<file path="src/rtl/order_map_ctrl.sv">
// Open-addressed hash-table controller for an order book: ADD / DEL / EXEC on an external
// 2-cycle-latency RAM, linear probing with tombstones and a bounded probe count.
module order_map_ctrl #(
   parameter int ORDER_MAP_DEPTH = 1024,
   parameter int MAX_PROBES      = 8
) (
   input  logic                                 clkIn,
   input  logic                                 rstNIn,
   input  logic                                 reqValidIn,
   output logic                                 reqReadyOut,
   input  logic [1:0]                           reqOpIn,
   input  logic [63:0]                          refNumIn,
   input  logic [15:0]                          locateIn,
   input  logic [31:0]                          priceIn,
   input  logic [31:0]                          sharesIn,
   input  logic                                 buySellIn,
   output logic [$clog2(ORDER_MAP_DEPTH)-1:0]   ramAddrOut,
   output logic                                 ramWrEnOut,
   output logic [63:0]                          ramWrRefOut,
   output logic [80:0]                          ramWrDataOut,
   input  logic [63:0]                          ramRdRefIn,
   input  logic [80:0]                          ramRdDataIn,
   output logic                                 rspValidOut,
   output logic [1:0]                           rspOpOut,
   output logic [1:0]                           rspStatusOut,
   output logic [15:0]                          rspLocateOut,
   output logic [31:0]                          rspPriceOut,
   output logic [31:0]                          rspSharesOut,
   output logic                                 rspBuySellOut
);

   localparam int ADDR_BITS = $clog2(ORDER_MAP_DEPTH);
   localparam int CNT_BITS  = $clog2(MAX_PROBES + 1);

   localparam logic [1:0]  OP_ADD  = 2'b00;
   localparam logic [1:0]  OP_DEL  = 2'b01;
   localparam logic [1:0]  OP_RSV  = 2'b11;
   localparam logic [1:0]  ST_OK   = 2'b00;
   localparam logic [1:0]  ST_NF   = 2'b01;
   localparam logic [1:0]  ST_FULL = 2'b10;
   localparam logic [1:0]  ST_BAD  = 2'b11;
   localparam logic [63:0] REF_TOMB = '1;

   typedef enum logic [2:0] {IDLE, RD_WAIT, CHECK, WRITE, RESP} stateT;

   stateT                 stateQ, stateD;
   logic                  readyEnQ;
   logic                  waitQ, waitD;
   logic [ADDR_BITS-1:0]  addrQ, addrD;
   logic [CNT_BITS-1:0]   probeQ, probeD;
   logic [1:0]            opQ, opD;
   logic [63:0]           refQ, refD;
   logic [15:0]           locQ, locD;
   logic [31:0]           priceQ, priceD;
   logic [31:0]           sharesQ, sharesD;
   logic                  sideQ, sideD;
   logic [1:0]            statusQ, statusD;
   logic [15:0]           rspLocQ, rspLocD;
   logic [31:0]           rspPriceQ, rspPriceD;
   logic [31:0]           rspSharesQ, rspSharesD;
   logic                  rspSideQ, rspSideD;
   logic [63:0]           wrRefQ, wrRefD;
   logic [80:0]           wrDataQ, wrDataD;

   logic                  accept;
   logic                  slotEmpty, slotTomb, slotHit, probeMiss;
   logic [31:0]           storedShares;
   logic [CNT_BITS-1:0]   probeNext;

   function automatic logic [ADDR_BITS-1:0] hashRef(input logic [63:0] r);
      return r[ADDR_BITS-1:0] ^ r[2*ADDR_BITS-1:ADDR_BITS] ^
             r[3*ADDR_BITS-1:2*ADDR_BITS] ^ r[4*ADDR_BITS-1:3*ADDR_BITS];
   endfunction

   assign accept       = reqValidIn && reqReadyOut;
   assign slotEmpty    = (ramRdRefIn == 64'd0);
   assign slotTomb     = (ramRdRefIn == REF_TOMB);
   assign slotHit      = (ramRdRefIn == refQ);
   assign storedShares = ramRdDataIn[32:1];
   assign probeNext    = probeQ + CNT_BITS'(1);

   // Next-state logic; every register holds unless a state below says otherwise.
   always_comb begin
      stateD     = stateQ;
      waitD      = waitQ;
      addrD      = addrQ;
      probeD     = probeQ;
      opD        = opQ;
      refD       = refQ;
      locD       = locQ;
      priceD     = priceQ;
      sharesD    = sharesQ;
      sideD      = sideQ;
      statusD    = statusQ;
      rspLocD    = rspLocQ;
      rspPriceD  = rspPriceQ;
      rspSharesD = rspSharesQ;
      rspSideD   = rspSideQ;
      wrRefD     = wrRefQ;
      wrDataD    = wrDataQ;
      probeMiss  = 1'b0;

      case (stateQ)
         IDLE: begin
            if (accept) begin
               opD        = reqOpIn;
               refD       = refNumIn;
               locD       = locateIn;
               priceD     = priceIn;
               sharesD    = sharesIn;
               sideD      = buySellIn;
               statusD    = ST_OK;
               rspLocD    = '0;
               rspPriceD  = '0;
               rspSharesD = '0;
               rspSideD   = 1'b0;
               probeD     = '0;
               waitD      = 1'b0;
               // Reserved op and the two sentinel refs can never be stored, so reject up front.
               if (reqOpIn == OP_RSV || refNumIn == 64'd0 || refNumIn == REF_TOMB) begin
                  statusD = ST_BAD;
                  stateD  = RESP;
               end else begin
                  addrD  = hashRef(refNumIn);
                  stateD = RD_WAIT;
               end
            end
         end
         RD_WAIT: begin
            if (waitQ) begin
               stateD = CHECK;
            end else begin
               waitD = 1'b1;
            end
         end
         CHECK: begin
            case (opQ)
               OP_ADD: begin
                  if (slotEmpty || slotTomb) begin
                     wrRefD  = refQ;
                     wrDataD = {locQ, priceQ, sharesQ, sideQ};
                     stateD  = WRITE;
                  end else begin
                     probeMiss = 1'b1;
                  end
               end
               OP_DEL: begin
                  if (slotHit) begin
                     wrRefD     = REF_TOMB;
                     wrDataD    = ramRdDataIn;
                     rspLocD    = ramRdDataIn[80:65];
                     rspPriceD  = ramRdDataIn[64:33];
                     rspSharesD = storedShares;
                     rspSideD   = ramRdDataIn[0];
                     stateD     = WRITE;
                  end else if (slotEmpty) begin
                     statusD = ST_NF;
                     stateD  = RESP;
                  end else begin
                     probeMiss = 1'b1;
                  end
               end
               default: begin
                  if (slotHit) begin
                     rspLocD   = ramRdDataIn[80:65];
                     rspPriceD = ramRdDataIn[64:33];
                     rspSideD  = ramRdDataIn[0];
                     // A fill that covers the whole resting size retires the order.
                     if (sharesQ >= storedShares) begin
                        wrRefD     = REF_TOMB;
                        wrDataD    = ramRdDataIn;
                        rspSharesD = storedShares;
                     end else begin
                        wrRefD     = refQ;
                        wrDataD    = {ramRdDataIn[80:33], storedShares - sharesQ, ramRdDataIn[0]};
                        rspSharesD = sharesQ;
                     end
                     stateD = WRITE;
                  end else if (slotEmpty) begin
                     statusD = ST_NF;
                     stateD  = RESP;
                  end else begin
                     probeMiss = 1'b1;
                  end
               end
            endcase

            if (probeMiss) begin
               probeD = probeNext;
               if (probeNext == CNT_BITS'(MAX_PROBES)) begin
                  statusD = (opQ == OP_ADD) ? ST_FULL : ST_NF;
                  stateD  = RESP;
               end else begin
                  addrD  = addrQ + ADDR_BITS'(1);
                  waitD  = 1'b0;
                  stateD = RD_WAIT;
               end
            end
         end
         WRITE:   stateD = RESP;
         RESP:    stateD = IDLE;
         default: stateD = IDLE;
      endcase
   end

   // State and datapath registers; reset abandons any request in flight.
   always_ff @(posedge clkIn or negedge rstNIn) begin
      if (!rstNIn) begin
         stateQ     <= IDLE;
         readyEnQ   <= 1'b0;
         waitQ      <= 1'b0;
         addrQ      <= '0;
         probeQ     <= '0;
         opQ        <= '0;
         refQ       <= '0;
         locQ       <= '0;
         priceQ     <= '0;
         sharesQ    <= '0;
         sideQ      <= 1'b0;
         statusQ    <= '0;
         rspLocQ    <= '0;
         rspPriceQ  <= '0;
         rspSharesQ <= '0;
         rspSideQ   <= 1'b0;
         wrRefQ     <= '0;
         wrDataQ    <= '0;
      end else begin
         stateQ     <= stateD;
         readyEnQ   <= 1'b1;
         waitQ      <= waitD;
         addrQ      <= addrD;
         probeQ     <= probeD;
         opQ        <= opD;
         refQ       <= refD;
         locQ       <= locD;
         priceQ     <= priceD;
         sharesQ    <= sharesD;
         sideQ      <= sideD;
         statusQ    <= statusD;
         rspLocQ    <= rspLocD;
         rspPriceQ  <= rspPriceD;
         rspSharesQ <= rspSharesD;
         rspSideQ   <= rspSideD;
         wrRefQ     <= wrRefD;
         wrDataQ    <= wrDataD;
      end
   end

   assign reqReadyOut   = readyEnQ && (stateQ == IDLE);
   assign ramAddrOut    = addrQ;
   assign ramWrEnOut    = (stateQ == WRITE);
   assign ramWrRefOut   = wrRefQ;
   assign ramWrDataOut  = wrDataQ;
   assign rspValidOut   = (stateQ == RESP);
   assign rspOpOut      = rspValidOut ? opQ        : 2'b00;
   assign rspStatusOut  = rspValidOut ? statusQ    : 2'b00;
   assign rspLocateOut  = rspValidOut ? rspLocQ    : 16'd0;
   assign rspPriceOut   = rspValidOut ? rspPriceQ  : 32'd0;
   assign rspSharesOut  = rspValidOut ? rspSharesQ : 32'd0;
   assign rspBuySellOut = rspValidOut ? rspSideQ   : 1'b0;

endmodule

</file>
<file path="config.mk">
export PLATFORM = sky130hd
export DESIGN_NAME = order_map_ctrl
export DESIGN_NICKNAME = d
export VERILOG_FILES = /design/src/rtl/order_map_ctrl.sv
export SDC_FILE = /design/constraint.sdc
export NUM_CORES = 1
export LEC_CHECK = 0
export ABC_AREA = 1
export BUFFER_PORTS_ARGS = -buffer_cell sky130_fd_sc_hd__buf_4
export CAP_MARGIN = 20
export CORE_AREA = 2 2 208 210
export CTS_CLUSTER_SIZE = 24
export DETAILED_ROUTE_END_ITERATION = 8
export DIE_AREA = 0 0 210 212
export PLACE_DENSITY = 0.8
export SYNTH_ARGS = -nofsm -noshare
export SYNTH_HDL_FRONTEND = slang
export SYNTH_SLANG_ARGS = --single-unit
</file>
<file path="constraint.sdc">
create_clock -name clkIn -period 3.6 [get_ports clkIn]
set_clock_uncertainty 0.1 [all_clocks]
set_input_delay 0.72 -clock clkIn [delete_from_list [all_inputs] [get_ports clkIn]]
set_output_delay 0.72 -clock clkIn [all_outputs]
set_load 0.01 [all_outputs]
</file>
==> parameters.txt <==
Parameter                              Value

Clock network
  Skew-Pair Late Insertion Delay ... 580 ps
  Clock buffers created by TritonCTS ... 44
  Clock-pin slew on the worst setup and hold paths ... 60 ps
  Clk sink count ... 394
  CTS Buffer Depth ... 3
  Number of gates given a new drive strength after cts ... 0
  CTS tree ... built
  Number of setup buffers added after CTS ... 0
  Root cell of the clock tree ... sky130_fd_sc_hd__clkbuf_16
  H-Tree Level Count ... 2
  Post-cts hold buffer count ... 0

Run status
  Violated checks ... hold timing
  Result of the run ... finished with violations

Worst setup path
  Critical path peak fanout ... 41
  Cells traversed along the worst timing path ... inv_1 > nor3_1 > buf_4 > inv_2 > buf_12 > nor2_1 > buf_4
  Slack of the worst reg-to-reg path ... 630 ps
  Worst Setup Path Type ... register to primary output
  Sort of element at the end of the critical path ... primary output
  Worst path bufs/invs ... 5
  Cell class contributing the biggest share of worst-path delay ... buffers and inverters
  FF-to-FF path depth ... 18
  Crit path DAT ... 2370 ps
  Crit-path max cell delay ... 460 ps
  Crit path depth ... 7
  CP max-delay cell ... sky130_fd_sc_hd__inv_2
  Required time reported for the critical path endpoint ... 2780 ps
  Startpoint type of the worst setup path ... register
  Most prevalent standard cell on the critical path ... sky130_fd_sc_hd__buf_4

Global routing
  Vias in the first global route ... 21.49k
  Antenna violations before repair ... 2
  Pin count of the biggest net entering global routing ... 139
  Global-route wire length before repair ... approximately 120,000 microns
  Aggregate global routing overflow ... 0
  Global Route Usage Sum ... between 30% and 40%

STA
  Final period demand of the worst path ... 3190 ps
  Achievable clock frequency ... 313.5 MHz
  Final count of negative-setup-slack endpoints ... 0
  Worst relative slew slack ... between 30% and 40%
  Post-Route Setup TNS ... 0 ps
  Share of the clock period used by the worst path after layout ... 88.61%
  RSZ-0062 raised after global routing ... no
  Final hold violation count ... 1
  Worst slew pin tran ... ~1000 ps
  Worst-case hold slack ... -1.090 ps
  Max-slew violation count ... 0

Final layout
  Fraction of layout cells with a size suffix above 1 ... 20.19%
  Design area ... between 20,000 and 30,000 sq um
  Layout Utilization ... 65.90%
  Signed area change from the synthesized netlist to the final layout ... 28.88%
  Net count of the finished layout ... around 3.7k

Routing
  Total routed wirelength ... between 80,000 and 90,000 microns
  Vias per cell ... 5.537
  Antenna violation net count after detailed routing ... 0
  Via count ... 22.04k
  First DRT Iteration DRCs ... 2,020
  DR WL/cell ... 20.31 microns
  Iteration count of the initial detailed-routing pass ... 5
  Count of unresolved DRC violations after routing ... 0

Power
  Sequential group share of total power ... 31.9%
  Maximum ir drop on the vdd rail ... about 0.55 mV
  Clock Power Share ... a little under a quarter
  Design Power ... between 0.02 and 0.025 W
  Internal power ... 0.01320 W
  Power density relative to cell area ... 813.0 nW/um^2
  Proportion of power drawn by combinational gates ... 45.6%
  Net Sw Frac ... 42.05%
  Switching power total ... 0.009576 W
  Reported leakage power ... 14.31 nW

Place
  Count of port buffers added during placement ... around 540
  HPWL Detailed ... 60,490 microns
  Final estimated routing congestion in global placement ... 0.9941
  Cell area reported after detailed placement ... ~26,000 sq um

Synthesis
  Biggest area consumer among synthesized cells ... sky130_fd_sc_hd__dfrtp_1
  Top flip-flop cell by instance count after synthesis ... sky130_fd_sc_hd__dfrtp_1
  Number of standard cells after synthesis ... 2,901
  Dominant cell by count in the synthesized netlist ... sky130_fd_sc_hd__nand2_1
  Number of enable flip-flop cells after synthesis ... 0
  Warning count from the yosys run ... 0
  Synth Register Bits ... approximately 400
  Proportion of synthesized flip-flops having asynchronous set or reset ... 100.0%
  Average footprint of a synthesized cell ... 7.492 sq um
  Netlist area before placement ... 21,730 sq um
  Post-synthesis sequential area ratio ... 45.36%
  Net count after synthesis ... 3,231
  Post-synth cell types ... 45
  Synth top area share ... 45.36%
  List of most frequent post-synthesis cells ... sky130_fd_sc_hd__nand2_1 (881), sky130_fd_sc_hd__dfrtp_1 (394), sky130_fd_sc_hd__inv_1 (314), sky130_fd_sc_hd__nor2_1 (294), sky130_fd_sc_hd__o21ai_1 (158)
  Ranking of synthesized cells by area ... sky130_fd_sc_hd__dfrtp_1 (45%), sky130_fd_sc_hd__nand2_1 (15%), sky130_fd_sc_hd__inv_1 (5.4%)

Floorplanning
  Top-level port count ... between 500 and 600
  Die boundary width ... between 200 and 250 microns
  CORE AREA ... roughly 43,000 sq um
  Die Ht ... 212 microns
  Initial Util ... 51.13%
  Die area ... 44,520 sq um
  Row cnt ... 76

Worst hold path
  Worst Hold Class ... primary input to asynchronous set/reset pin

Job
  Number of max-capacitance violations reported ... 0
-- metrics by stage --
step                      setup slack, ps  std cells  hold WS, ps
final                               410.1       3980       -1.090
after global placement              153.5       3898        361.2
after detailed placement            128.5       3898        365.1
after CTS                           418.1       3978        6.442
after global routing                345.9       3979        32.28
after floorplan                     716.3       2901        324.4
-- flip-flops by register name, summed over array words and instances (netlist names), 3 cells and up --
signal        cells
rspSharesQ       32
refQ             64
probeQ            4
ramWrRefOut      64
priceQ           32
sharesQ          32
rspLocQ          16
stateQ            3
rspPriceQ        32
ramWrDataOut     81
locQ             16
ramAddrOut       10
-- final timing paths --
| path | start | endpoint |
|---|---|---|
| setup / recovery | stateQ[2]$_DFFE_PN0P_ | rspSharesOut[29] |
| hold / removal | rstNIn | refQ[61]$_DFFE_PN0P_ |
| setup reg to reg | sharesQ[0]$_DFFE_PN0P_ | ramWrDataOut[22]$_DFFE_PN0P_ |
| hold reg to reg | priceQ[5]$_DFFE_PN0P_ | priceQ[5]$_DFFE_PN0P_ |
| max in group asynchronous | rstNIn | ramWrDataOut[45]$_DFFE_PN0P_ |
| min in group clkIn | locateIn[13] | locQ[13]$_DFFE_PN0P_ |
-- power by group through the flow --
stage	Combinational (W)	Sequential [W]	Clock, W
4_1_cts	0.0103	0.00722	0.00518
6_report	0.0104	0.00726	0.00514
2_1_floorplan	0.00625	0.00719	0
3_3_place_gp	0.0101	0.00723	0
3_5_place_dp	0.0102	0.00728	0
5_1_grt	0.0115	0.00740	0.00535
-- layer usage --
metal  wire [microns]  vias up  track usage (%)
li1                 -    10330                -
met1            32990    10460            46.79
met2            37250     1053            58.25
met3             7079      193            8.257
met4             3490        2            15.09
met5               13        -                0
-- layout make-up --
type / count / area [sq um]
Clock buffer: 62 / 1281
Timing Repair Buffer: 585 / 4562
Tap cell: 546 / 683.2
Fill cell: 3633 / 14500
Sequential cell: 394 / 9859
Inverter: 323 / 1216
Antenna cell: 2 / 5.005
Clock inverter: 18 / 361.6
Multi-Input combinational cell: 2050 / 10040
-- logic make-up after synthesis --
group	count (synthesis)	share of synthesized area, %
AOI/OAI and AO/OA	483	12.43
xor gates and xnor gates	67	2.700
adders and majority gates	35	2.049
buffers and inverters	457	8.601
DFF	394	45.36
muxes	47	2.165
other	1	0.01725
and+or+nand+nor	1417	26.67
-- cells in the final DEF (no fill, tap or decap), drive strengths merged --
master / count
nor2: 299
fa: 1
xnor2: 41
o21ai: 314
dfrtp: 394
nand2: 886
clkinv: 7
nor3: 81
nand3b: 6
ha: 34
conb: 1
diode: 2
o21bai: 6
or2: 9
nand4: 63
clkinvlp: 1
clkbuf: 62
buf: 585
nand3: 55
o211ai: 45
nor4: 17
a21boi: 2
a21oi: 61
inv: 323
o21a: 3
o22ai: 28
a2bb2oi: 19
mux2i: 47
bufinv: 10
xor2: 26
and2: 1
o31ai: 1
a21o: 4
No activity file was read; power rests on OpenSTA's default activity.
